File: src/rtl/multicycle_controller_if.sv
// rtl/multicycle_controller_if.sv - control bundle between the multicycle controller and its datapath
// Purpose: groups instruction fields, memory handshake, datapath selects/enables and status.
// Ports (master = controller side):
//   in : op[6:0], funct3[2:0], funct7b5, zero, mem_ready
//   out: mem_req, adrsrc, irwrite, pcwrite, memwrite, regwrite, resultsrc[1:0],
//        alusrca[1:0], alusrcb[1:0], immsrc[1:0], alucontrol[2:0], retire,
//        instret[CNT_W-1:0], illegal
interface multicycle_controller_if #(
    parameter int CNT_W = 32
);
    logic [6:0]       op;
    logic [2:0]       funct3;
    logic             funct7b5;
    logic             zero;
    logic             mem_ready;
    logic             mem_req;
    logic             adrsrc;
    logic             irwrite;
    logic             pcwrite;
    logic             memwrite;
    logic             regwrite;
    logic [1:0]       resultsrc;
    logic [1:0]       alusrca;
    logic [1:0]       alusrcb;
    logic [1:0]       immsrc;
    logic [2:0]       alucontrol;
    logic             retire;
    logic [CNT_W-1:0] instret;
    logic             illegal;

    modport master (
        input  op, funct3, funct7b5, zero, mem_ready,
        output mem_req, adrsrc, irwrite, pcwrite, memwrite, regwrite,
               resultsrc, alusrca, alusrcb, immsrc, alucontrol,
               retire, instret, illegal
    );

    modport slave (
        output op, funct3, funct7b5, zero, mem_ready,
        input  mem_req, adrsrc, irwrite, pcwrite, memwrite, regwrite,
               resultsrc, alusrca, alusrcb, immsrc, alucontrol,
               retire, instret, illegal
    );
endinterface

File: src/rtl/multicycle_controller.sv
// rtl/multicycle_controller.sv - Moore FSM sequencing a shared-ALU multicycle RV32I-subset datapath
// Purpose: drives datapath selects/enables for lw, sw, R-type, I-type ALU, jal and beq,
//          decodes ALU control, waits on memory, counts retirements, traps unsupported opcodes.
// Ports: clk (rising edge), rst_n (async active-low),
//        bus (multicycle_controller_if.master): instruction fields and memory handshake in,
//        datapath control, retire pulse, instret counter and sticky illegal flag out.
module multicycle_controller #(
    parameter int USE_MEM_READY = 1,
    parameter int CNT_W         = 32
) (
    input  logic                          clk,
    input  logic                          rst_n,
    multicycle_controller_if.master       bus
);
    typedef enum logic [3:0] {
        S_FETCH, S_DECODE, S_MEMADR, S_MEMREAD, S_MEMWB, S_MEMWRITE,
        S_EXECR, S_EXECI, S_JAL, S_ALUWB, S_BEQ, S_ILLEGAL
    } state_t;

    state_t           r_state;
    state_t           w_next;
    logic [CNT_W-1:0] r_instret;
    logic             r_illegal;

    logic       w_rdy;
    logic       w_f3_alu_ok;
    logic [1:0] w_aluop;
    logic       w_mem_req, w_adrsrc, w_irwrite, w_pcwrite, w_memwrite, w_regwrite, w_retire;
    logic [1:0] w_resultsrc, w_alusrca, w_alusrcb;

    assign w_rdy = (USE_MEM_READY != 0) ? bus.mem_ready : 1'b1;

    // R/I-type ALU ops implemented: add/sub, slt, or, and.
    assign w_f3_alu_ok = (bus.funct3 == 3'b000) || (bus.funct3 == 3'b010) ||
                         (bus.funct3 == 3'b110) || (bus.funct3 == 3'b111);

    always_comb begin
        w_next      = r_state;
        w_aluop     = 2'b00;
        w_mem_req   = 1'b0;
        w_adrsrc    = 1'b0;
        w_irwrite   = 1'b0;
        w_pcwrite   = 1'b0;
        w_memwrite  = 1'b0;
        w_regwrite  = 1'b0;
        w_retire    = 1'b0;
        w_resultsrc = 2'b00;
        w_alusrca   = 2'b00;
        w_alusrcb   = 2'b00;
        case (r_state)
            S_FETCH: begin
                w_mem_req   = 1'b1;
                w_alusrcb   = 2'b10;
                w_resultsrc = 2'b10;
                w_irwrite   = w_rdy;
                w_pcwrite   = w_rdy;
                if (w_rdy) w_next = S_DECODE;
            end
            S_DECODE: begin
                w_alusrca = 2'b01;
                w_alusrcb = 2'b01;
                case (bus.op)
                    7'b0000011, 7'b0100011: w_next = S_MEMADR;
                    7'b0110011: w_next = w_f3_alu_ok ? S_EXECR : S_ILLEGAL;
                    7'b0010011: w_next = w_f3_alu_ok ? S_EXECI : S_ILLEGAL;
                    7'b1101111: w_next = S_JAL;
                    7'b1100011: w_next = (bus.funct3 == 3'b000) ? S_BEQ : S_ILLEGAL;
                    default:    w_next = S_ILLEGAL;
                endcase
            end
            S_MEMADR: begin
                w_alusrca = 2'b10;
                w_alusrcb = 2'b01;
                w_next    = bus.op[5] ? S_MEMWRITE : S_MEMREAD;
            end
            S_MEMREAD: begin
                w_mem_req = 1'b1;
                w_adrsrc  = 1'b1;
                if (w_rdy) w_next = S_MEMWB;
            end
            S_MEMWB: begin
                w_resultsrc = 2'b01;
                w_regwrite  = 1'b1;
                w_retire    = 1'b1;
                w_next      = S_FETCH;
            end
            S_MEMWRITE: begin
                // Strobe is held for the whole access; the store retires in its completing cycle.
                w_mem_req  = 1'b1;
                w_adrsrc   = 1'b1;
                w_memwrite = 1'b1;
                w_retire   = w_rdy;
                if (w_rdy) w_next = S_FETCH;
            end
            S_EXECR: begin
                w_alusrca = 2'b10;
                w_aluop   = 2'b10;
                w_next    = S_ALUWB;
            end
            S_EXECI: begin
                w_alusrca = 2'b10;
                w_alusrcb = 2'b01;
                w_aluop   = 2'b10;
                w_next    = S_ALUWB;
            end
            S_JAL: begin
                // ALU computes oldPC+4 for the link value while PC takes the jump target.
                w_alusrca = 2'b01;
                w_alusrcb = 2'b10;
                w_pcwrite = 1'b1;
                w_next    = S_ALUWB;
            end
            S_ALUWB: begin
                w_regwrite = 1'b1;
                w_retire   = 1'b1;
                w_next     = S_FETCH;
            end
            S_BEQ: begin
                w_alusrca = 2'b10;
                w_aluop   = 2'b01;
                w_pcwrite = bus.zero;
                w_retire  = 1'b1;
                w_next    = S_FETCH;
            end
            S_ILLEGAL: w_next = S_ILLEGAL;
            default:   w_next = S_FETCH;
        endcase
    end

    always_comb begin
        bus.alucontrol = 3'b000;
        case (w_aluop)
            2'b01: bus.alucontrol = 3'b001;
            2'b10: begin
                case (bus.funct3)
                    3'b000:  bus.alucontrol = (bus.op[5] && bus.funct7b5) ? 3'b001 : 3'b000;
                    3'b010:  bus.alucontrol = 3'b101;
                    3'b110:  bus.alucontrol = 3'b011;
                    3'b111:  bus.alucontrol = 3'b010;
                    default: bus.alucontrol = 3'b000;
                endcase
            end
            default: bus.alucontrol = 3'b000;
        endcase
    end

    always_comb begin
        case (bus.op)
            7'b0000011, 7'b0010011: bus.immsrc = 2'b00;
            7'b0100011:             bus.immsrc = 2'b01;
            7'b1100011:             bus.immsrc = 2'b10;
            7'b1101111:             bus.immsrc = 2'b11;
            default:                bus.immsrc = 2'b00;
        endcase
    end

    // Strobes are gated by rst_n so nothing can fire between rst_n falling and the next edge.
    assign bus.mem_req   = w_mem_req  & rst_n;
    assign bus.irwrite   = w_irwrite  & rst_n;
    assign bus.pcwrite   = w_pcwrite  & rst_n;
    assign bus.memwrite  = w_memwrite & rst_n;
    assign bus.regwrite  = w_regwrite & rst_n;
    assign bus.retire    = w_retire   & rst_n;
    assign bus.adrsrc    = w_adrsrc;
    assign bus.resultsrc = w_resultsrc;
    assign bus.alusrca   = w_alusrca;
    assign bus.alusrcb   = w_alusrcb;
    assign bus.instret   = r_instret;
    assign bus.illegal   = r_illegal;

    always_ff @(posedge clk or negedge rst_n) begin
        if (!rst_n) begin
            r_state   <= S_FETCH;
            r_instret <= '0;
            r_illegal <= 1'b0;
        end else begin
            r_state <= w_next;
            if (w_retire) r_instret <= r_instret + CNT_W'(1);
            if (r_state == S_ILLEGAL) r_illegal <= 1'b1;
        end
    end
endmodule
File: src/flat_wrapper.sv
// flat-port wrapper written by rule: the top's interface ports become plain ports
module multicycle_controller_flat 
#(
    parameter int USE_MEM_READY = 1,
    parameter int CNT_W         = 32
)
  (clk, rst_n, bus_op, bus_funct3, bus_funct7b5, bus_zero, bus_mem_ready, bus_mem_req, bus_adrsrc, bus_irwrite, bus_pcwrite, bus_memwrite, bus_regwrite, bus_resultsrc, bus_alusrca, bus_alusrcb, bus_immsrc, bus_alucontrol, bus_retire, bus_instret, bus_illegal);
  multicycle_controller_if #(.CNT_W(CNT_W)) bus_i ();
  input  logic clk;
  input  logic rst_n;
  input wire logic [$bits(bus_i.op)-1:0] bus_op;
  input wire logic [$bits(bus_i.funct3)-1:0] bus_funct3;
  input wire logic [$bits(bus_i.funct7b5)-1:0] bus_funct7b5;
  input wire logic [$bits(bus_i.zero)-1:0] bus_zero;
  input wire logic [$bits(bus_i.mem_ready)-1:0] bus_mem_ready;
  output wire logic [$bits(bus_i.mem_req)-1:0] bus_mem_req;
  output wire logic [$bits(bus_i.adrsrc)-1:0] bus_adrsrc;
  output wire logic [$bits(bus_i.irwrite)-1:0] bus_irwrite;
  output wire logic [$bits(bus_i.pcwrite)-1:0] bus_pcwrite;
  output wire logic [$bits(bus_i.memwrite)-1:0] bus_memwrite;
  output wire logic [$bits(bus_i.regwrite)-1:0] bus_regwrite;
  output wire logic [$bits(bus_i.resultsrc)-1:0] bus_resultsrc;
  output wire logic [$bits(bus_i.alusrca)-1:0] bus_alusrca;
  output wire logic [$bits(bus_i.alusrcb)-1:0] bus_alusrcb;
  output wire logic [$bits(bus_i.immsrc)-1:0] bus_immsrc;
  output wire logic [$bits(bus_i.alucontrol)-1:0] bus_alucontrol;
  output wire logic [$bits(bus_i.retire)-1:0] bus_retire;
  output wire logic [$bits(bus_i.instret)-1:0] bus_instret;
  output wire logic [$bits(bus_i.illegal)-1:0] bus_illegal;
  assign bus_i.op = bus_op;
  assign bus_i.funct3 = bus_funct3;
  assign bus_i.funct7b5 = bus_funct7b5;
  assign bus_i.zero = bus_zero;
  assign bus_i.mem_ready = bus_mem_ready;
  assign bus_mem_req = bus_i.mem_req;
  assign bus_adrsrc = bus_i.adrsrc;
  assign bus_irwrite = bus_i.irwrite;
  assign bus_pcwrite = bus_i.pcwrite;
  assign bus_memwrite = bus_i.memwrite;
  assign bus_regwrite = bus_i.regwrite;
  assign bus_resultsrc = bus_i.resultsrc;
  assign bus_alusrca = bus_i.alusrca;
  assign bus_alusrcb = bus_i.alusrcb;
  assign bus_immsrc = bus_i.immsrc;
  assign bus_alucontrol = bus_i.alucontrol;
  assign bus_retire = bus_i.retire;
  assign bus_instret = bus_i.instret;
  assign bus_illegal = bus_i.illegal;
  multicycle_controller #(.USE_MEM_READY(USE_MEM_READY), .CNT_W(CNT_W)) u_core (.clk(clk), .rst_n(rst_n), .bus(bus_i));
endmodule
File: config.mk
export PLATFORM = sky130hd
export DESIGN_NAME = multicycle_controller_flat
export DESIGN_NICKNAME = d
export VERILOG_FILES = /design/src/rtl/multicycle_controller_if.sv /design/src/rtl/multicycle_controller.sv /design/src/flat_wrapper.sv
export SDC_FILE = /design/constraint.sdc
export NUM_CORES = 1
export LEC_CHECK = 0
export ABC_CLOCK_PERIOD_IN_PS = 2700
export CAP_MARGIN = 10
export CORE_MARGIN = 2
export CORE_UTILIZATION = 47
export DETAILED_ROUTE_END_ITERATION = 10
export PLACE_DENSITY = 0.85
export SLEW_MARGIN = 20
export SYNTH_ARGS = -nofsm -noshare
export SYNTH_HDL_FRONTEND = slang
export SYNTH_SLANG_ARGS = --single-unit
File: constraint.sdc
create_clock -name clk -period 2.7 [get_ports clk]
set_input_delay 0.27 -clock clk [delete_from_list [all_inputs] [get_ports clk]]
set_output_delay 0.27 -clock clk [all_outputs]
set_load 0.01 [all_outputs]
* Yosys cells after proc, flatten, opt, wreduce, memory -nomap -nowiden
Cells that the tools add are included.
** Operators by class
- Add/sub/neg operators :: 1
- Equality and inequality tests :: 25
- Mux-type cells :: 24
- Bitwise logic cells :: 6
- Reductions and logical operators :: 18
** Operator list (number)
- $add A32 B1 Y32 const B :: 1
- $pmux W4 S7 :: 1
- $mux W4 :: 5
- $pmux W4 S5 :: 1
- $eq A4 B3 Y1 const B :: 4
- $eq A4 B4 Y1 const B :: 4
- $pmux W2 S2 :: 4
- $eq A7 B6 Y1 const B :: 2
- $eq A7 B7 Y1 const B :: 2
- $pmux W3 S4 :: 1
- $reduce_or A2 Y1 :: 6
- $reduce_or A3 Y1 :: 4
- $eq A4 B2 Y1 const B :: 2
- $eq A7 B2 Y1 const B :: 1
- $eq A7 B5 Y1 const B :: 1
- $mux W1 :: 7
- $and A1 B1 Y1 :: 6
- $eq A3 B3 Y1 const B :: 2
- $ne A2 B2 Y1 const B :: 3
- $pmux W2 S3 :: 1
- $pmux W3 S2 :: 1
- $eq A4 B1 Y1 const B :: 1
- $logic_not A4 Y1 :: 1
- $reduce_or A4 Y1 :: 1
- 10 further kinds :: 12
** Word-level totals
- Register bits after elaboration :: 37
- Input bits :: 15

* Longest topological paths before layout
Gate-level depths: netlist of run 1.
- Depth after elaboration :: 7
- Mapped depth :: 7
- Gate-level depth less buffers :: 6

* Worst setup path before layout of run 1
No wires, ideal clock.
- Path kind :: reg2reg
- Start point :: register u_core.r_state[0]
- End point :: register u_core.r_instret[14], in the netlist u_core.bus.instret[14]
- Arrival time :: 1.862 ns
- Slack :: 0.759 ns
- Cell stages (with the launch flop) :: 8
- Path buffers :: 2
- Period minus slack after synthesis :: 1.941 ns
- Path through :: dfrtp_1 buf_6 or4b_4 a41o_1 or2_1 buf_6 nor2_4 xor2_1
** Between the ends
- Word-level cells in the longest chain between the ends :: 3
** RTL lines
- from (decl) :: RTL line multicycle_controller.sv:20 : state_t r_state;
- from (signal assigned) :: RTL line multicycle_controller.sv:177 : r_state <= w_next;
- $eq A4 B4 Y1 / $eq A4 B3 Y1 (equally long branches) :: RTL line multicycle_controller.sv:50 : case (r_state)
- $reduce_or A3 Y1 (no line)
- $pmux W1 S2 * :: RTL line multicycle_controller.sv:50
- to (signal assigned) :: RTL line multicycle_controller.sv:178 : if (w_retire) r_instret <= r_instret + CNT_W'(1);
- to (decl) :: RTL line multicycle_controller.sv:22 : logic [CNT_W-1:0] r_instret;
Every way passes the cells marked *; elsewhere a longest branch is shown, timed or not.
A chain may end at the register's enable or synchronous reset.

* Worst setup path in the final report of run 1
- Start point :: register u_core.r_state[2]
- End point :: output bus_retire
** Between the ends
- Word-level cells in the longest chain between the ends :: 4
** RTL lines
- $eq A4 B4 Y1 / $eq A4 B3 Y1 (equally long branches) :: RTL line multicycle_controller.sv:50
- $reduce_or A3 Y1 (no line)
- $pmux W1 S2 * :: RTL line multicycle_controller.sv:50
- $and A1 B1 Y1 * :: RTL line multicycle_controller.sv:163 : assign bus.retire = w_retire & rst_n;
- to (decl) :: RTL line flat_wrapper.sv:27 : output wire logic [$bits(bus_i.retire)-1:0] bus_retire;
Marks and branches as above.

==> results.yml, run 1 <==
outcome:
  status: "finished, final reports clean"
finish:
  syn2layout_area_growth_pct: 36.6
  insertedDiodeCount: 0
  nets: 322
  drive_gt1_frac: 0.102
sta:
  drv_slew: 0
  hold_violations: 0
  fin_setup_tns_ns: 0
  setup_slack_ns: 0.120
  max_freq_mhz: 388
  worst_slew_pin_slew_ns: 0.502
  finClkSkew_ns: 0.00435
  rsz0062_at_grt: "no"
  setup_viol: 0
  min_period_over_period: 0.956
  relSlewSlack: 0.663
  fin_crit_ns: 2.58
critical_path:
  reg2reg_depth: 5
  crit_fanout: 15
  cp_data_arrival_time_ns: 2.31
  worstSetupPathType: "reg2out"
  rr_endpoint: "u_core.bus.instret[16]$_DFFE_PN0N_"
  rr_startpoint: "u_core.r_state[2]$_DFFE_PN0P_"
  worstPathRequired_ns: 2.43
  cp-start-kind: "register"
  ff2ff_setup_slack_ns: 0.55
  endpoint_kind: "primary output"
clock_network:
  root_buffer: "clkbuf_8"
  cts_max_level: 2
  cts.clk_slew.worst_paths_ns: 0.07
  clock_sinks: 37
  clock_tree.buffer_depth: 2
  cts_tree: "built"
  insertion_delay_ns: 0.29
  cts_buffers: 5
placement:
  port_buffers: 65
  place.gp.congestion: 0.856
  post-place-ws_ns: 0.339
  dp_hpwl_mm: 3.81
global_route:
  grt_max_degree: 33
  met1_usage: 0.243
  antenna_found_initial: 0
  grtUsageMet2: 0.331
  busiest_layer: "met2"
  grt_pass1_vias: 1827
  grt-ovfl-total: 0
  grt.total_usage: 0.194
  grt_pass1_wl_mm: 8.17
  globalRouteMet3Util: 0.0456
yosys:
  synth_area_per_cell_um2: 9.56
  ys_warn_count: 0
  synthesis.area_um2: 2240
  ys_seq_area_frac: 0.414
  ys_top_cells_by_count: "dfrtp_1, nor2_1, xnor2_1, nand2_1"
  ys_types: 56
  synth_top_area_frac: 0.414
  post-synth-top-count-cell: "dfrtp_1"
  synth_top_area_cell: "dfrtp_1"
  synth.area.top_cells: "dfrtp_1, xnor2_1, xor2_1"
  ys.flop_type: "dfrtp_1"
  synth_cells: 234
  async_flop_share: 1.00
  syn-num-nets: 252
  ys_ff_latch: 37
  synth_edf_count: 0
power:
  vdd_drop_max_uv: 287
  p_leak_nw: 1.30
  pwr_density_cell_nw_per_um2: 729
floorplan:
  core_um2: 4660
  die_w_um: 73.0
  die_h_um: 73.0
  core.rowCount: 25
  dieArea_um2: 5330
  ios: 66
  start_util: 0.480
detailed_routing:
  via_per_inst: 5.54
  vias: 1988
  drc: 0
  ant_nets: 0
  drt-initial-drc-count: 87
  wire_per_inst_um: 14.0
  dr.pass1.iters: 4
  drt_wl_total_mm: 5.02
job:
  cap_viol_max_count: 0
min_path:
  hold_path.class: "in2async"
-- placed cells by master (no fill, tap or decap), types with 2 or more instances in the layout --
cell type | Yosys | routed
xnor2_1 | 19 | 19
a21oi_1 | 4 | 4
nor2_1 | 21 | 21
nand2b_1 | 5 | 5
nand2_1 | 16 | 16
inv_1 | 13 | 13
clkdlybuf4s50_1 | 0 | 64
buf_4 | 0 | 6
and4_1 | 2 | 2
a31oi_1 | 2 | 2
clkbuf_8 | 0 | 6
nand3_1 | 12 | 12
a221oi_1 | 2 | 2
nor2b_1 | 3 | 3
o31ai_1 | 2 | 2
o21ai_0 | 5 | 5
ha_1 | 3 | 3
nor2_2 | 3 | 3
xor2_1 | 13 | 13
and3_1 | 6 | 6
nor4_4 | 2 | 2
or2_2 | 3 | 3
nand4_1 | 9 | 9
and2_1 | 3 | 3
o31a_1 | 2 | 2
dfrtp_1 | 37 | 36
nor3_1 | 9 | 9
-- logic make-up (layout without fill, tap and decap cells) --
family,Yosys count,after routing,synth area share
flip-flops,37,37,0.414
AND/OR/NAND/NOR,109,109,0.295
XOR/XNOR,32,32,0.125
buffers and inverters,22,93,0.0447
multiplexers,2,2,0.00951
AO/OA/AOI/OAI,29,29,0.0951
adder cells (fa/ha/maj),3,3,0.0168
-- through the flow --
stage          instance area [µm²]  power, mW  std cells  hold WS [ns]   util
5_1_grt                       3060       2.36        359         0.415  0.656
6_report                      3060       2.23        359         0.393  0.656
4_1_cts                       3050       2.23        359         0.379  0.654
2_1_floorplan                 2240       1.38        234       -0.0256      -
3_5_place_dp                  2940       1.82        350         0.137  0.632
3_3_place_gp                  2940       1.79        350         0.133  0.632
-- critical path: stages (launching register included) --
cell and delay, ns:
dfrtp_2 0.50, or4bb_1 0.55, and4_4 0.23, and2b_1 0.19, clkdlybuf4s50_1 0.55
-- where the power goes --
part	internal, mW	switching (mW)	total, mW
clock	0.207	0.202	0.409
sequential	0.640	0.115	0.755
combinational	0.551	0.512	1.06
total	1.40	0.830	2.23
-- repair_timing --
action	CTS	global route
setup endpoints to repair	0	3
buffers inserted	0	0
resized for setup	0	2
hold endpoints to repair	5	0
hold buffers	1	0
-- layout make-up --
cell class	count	area [µm²]
Fill cell	367	1600
Timing Repair Buffer	72	701
Sequential cell	37	927
Clock buffer	6	82.6
Multi-Input combinational cell	175	1220
Tap cell	54	67.6
Clock inverter	2	13.8
Inverter	13	48.8
-- metal layers --
metal	part of all wire	vias to the layer above
met5	0	-
met4	0.015	0
met3	0.044	8
met2	0.52	52
met1	0.42	962
li1	-	966
-- sequential cells by signal (all words and copies together) (netlist names) --
register,flops
u_core.bus.instret,32
u_core.r_state,4
u_core.bus.illegal,1
-- worst max path at each step --
stage | startpoint | to | slack (ns)
after floorplan | u_core.r_state[0]$_DFFE_PN0P_ | u_core.bus.instret[14]$_DFFE_PN0N_ | 0.76
after global placement | bus_mem_ready | bus_retire | 0.39
after detailed placement | bus_mem_ready | bus_retire | 0.34
after CTS | u_core.r_state[2]$_DFFE_PN0P_ | bus_alucontrol[1] | 0.02
after global routing | u_core.r_state[2]$_DFFE_PN0P_ | bus_alucontrol[1] | 0.02
final | u_core.r_state[2]$_DFFE_PN0P_ | bus_retire | 0.12
(Power assumes the default switching activity.)
==> run 2: changes to the inputs <==
--- a/config.mk
+++ b/config.mk
@@ -10,6 +10,7 @@
 export CORE_MARGIN = 2
 export CORE_UTILIZATION = 47
 export DETAILED_ROUTE_END_ITERATION = 10
+export GPL_ROUTABILITY_DRIVEN = 0
 export PLACE_DENSITY = 0.85
 export SLEW_MARGIN = 20
 export SYNTH_ARGS = -nofsm -noshare
==> results of run 2 <==
Final layout, timing and power as in run 1 (identical DEF).
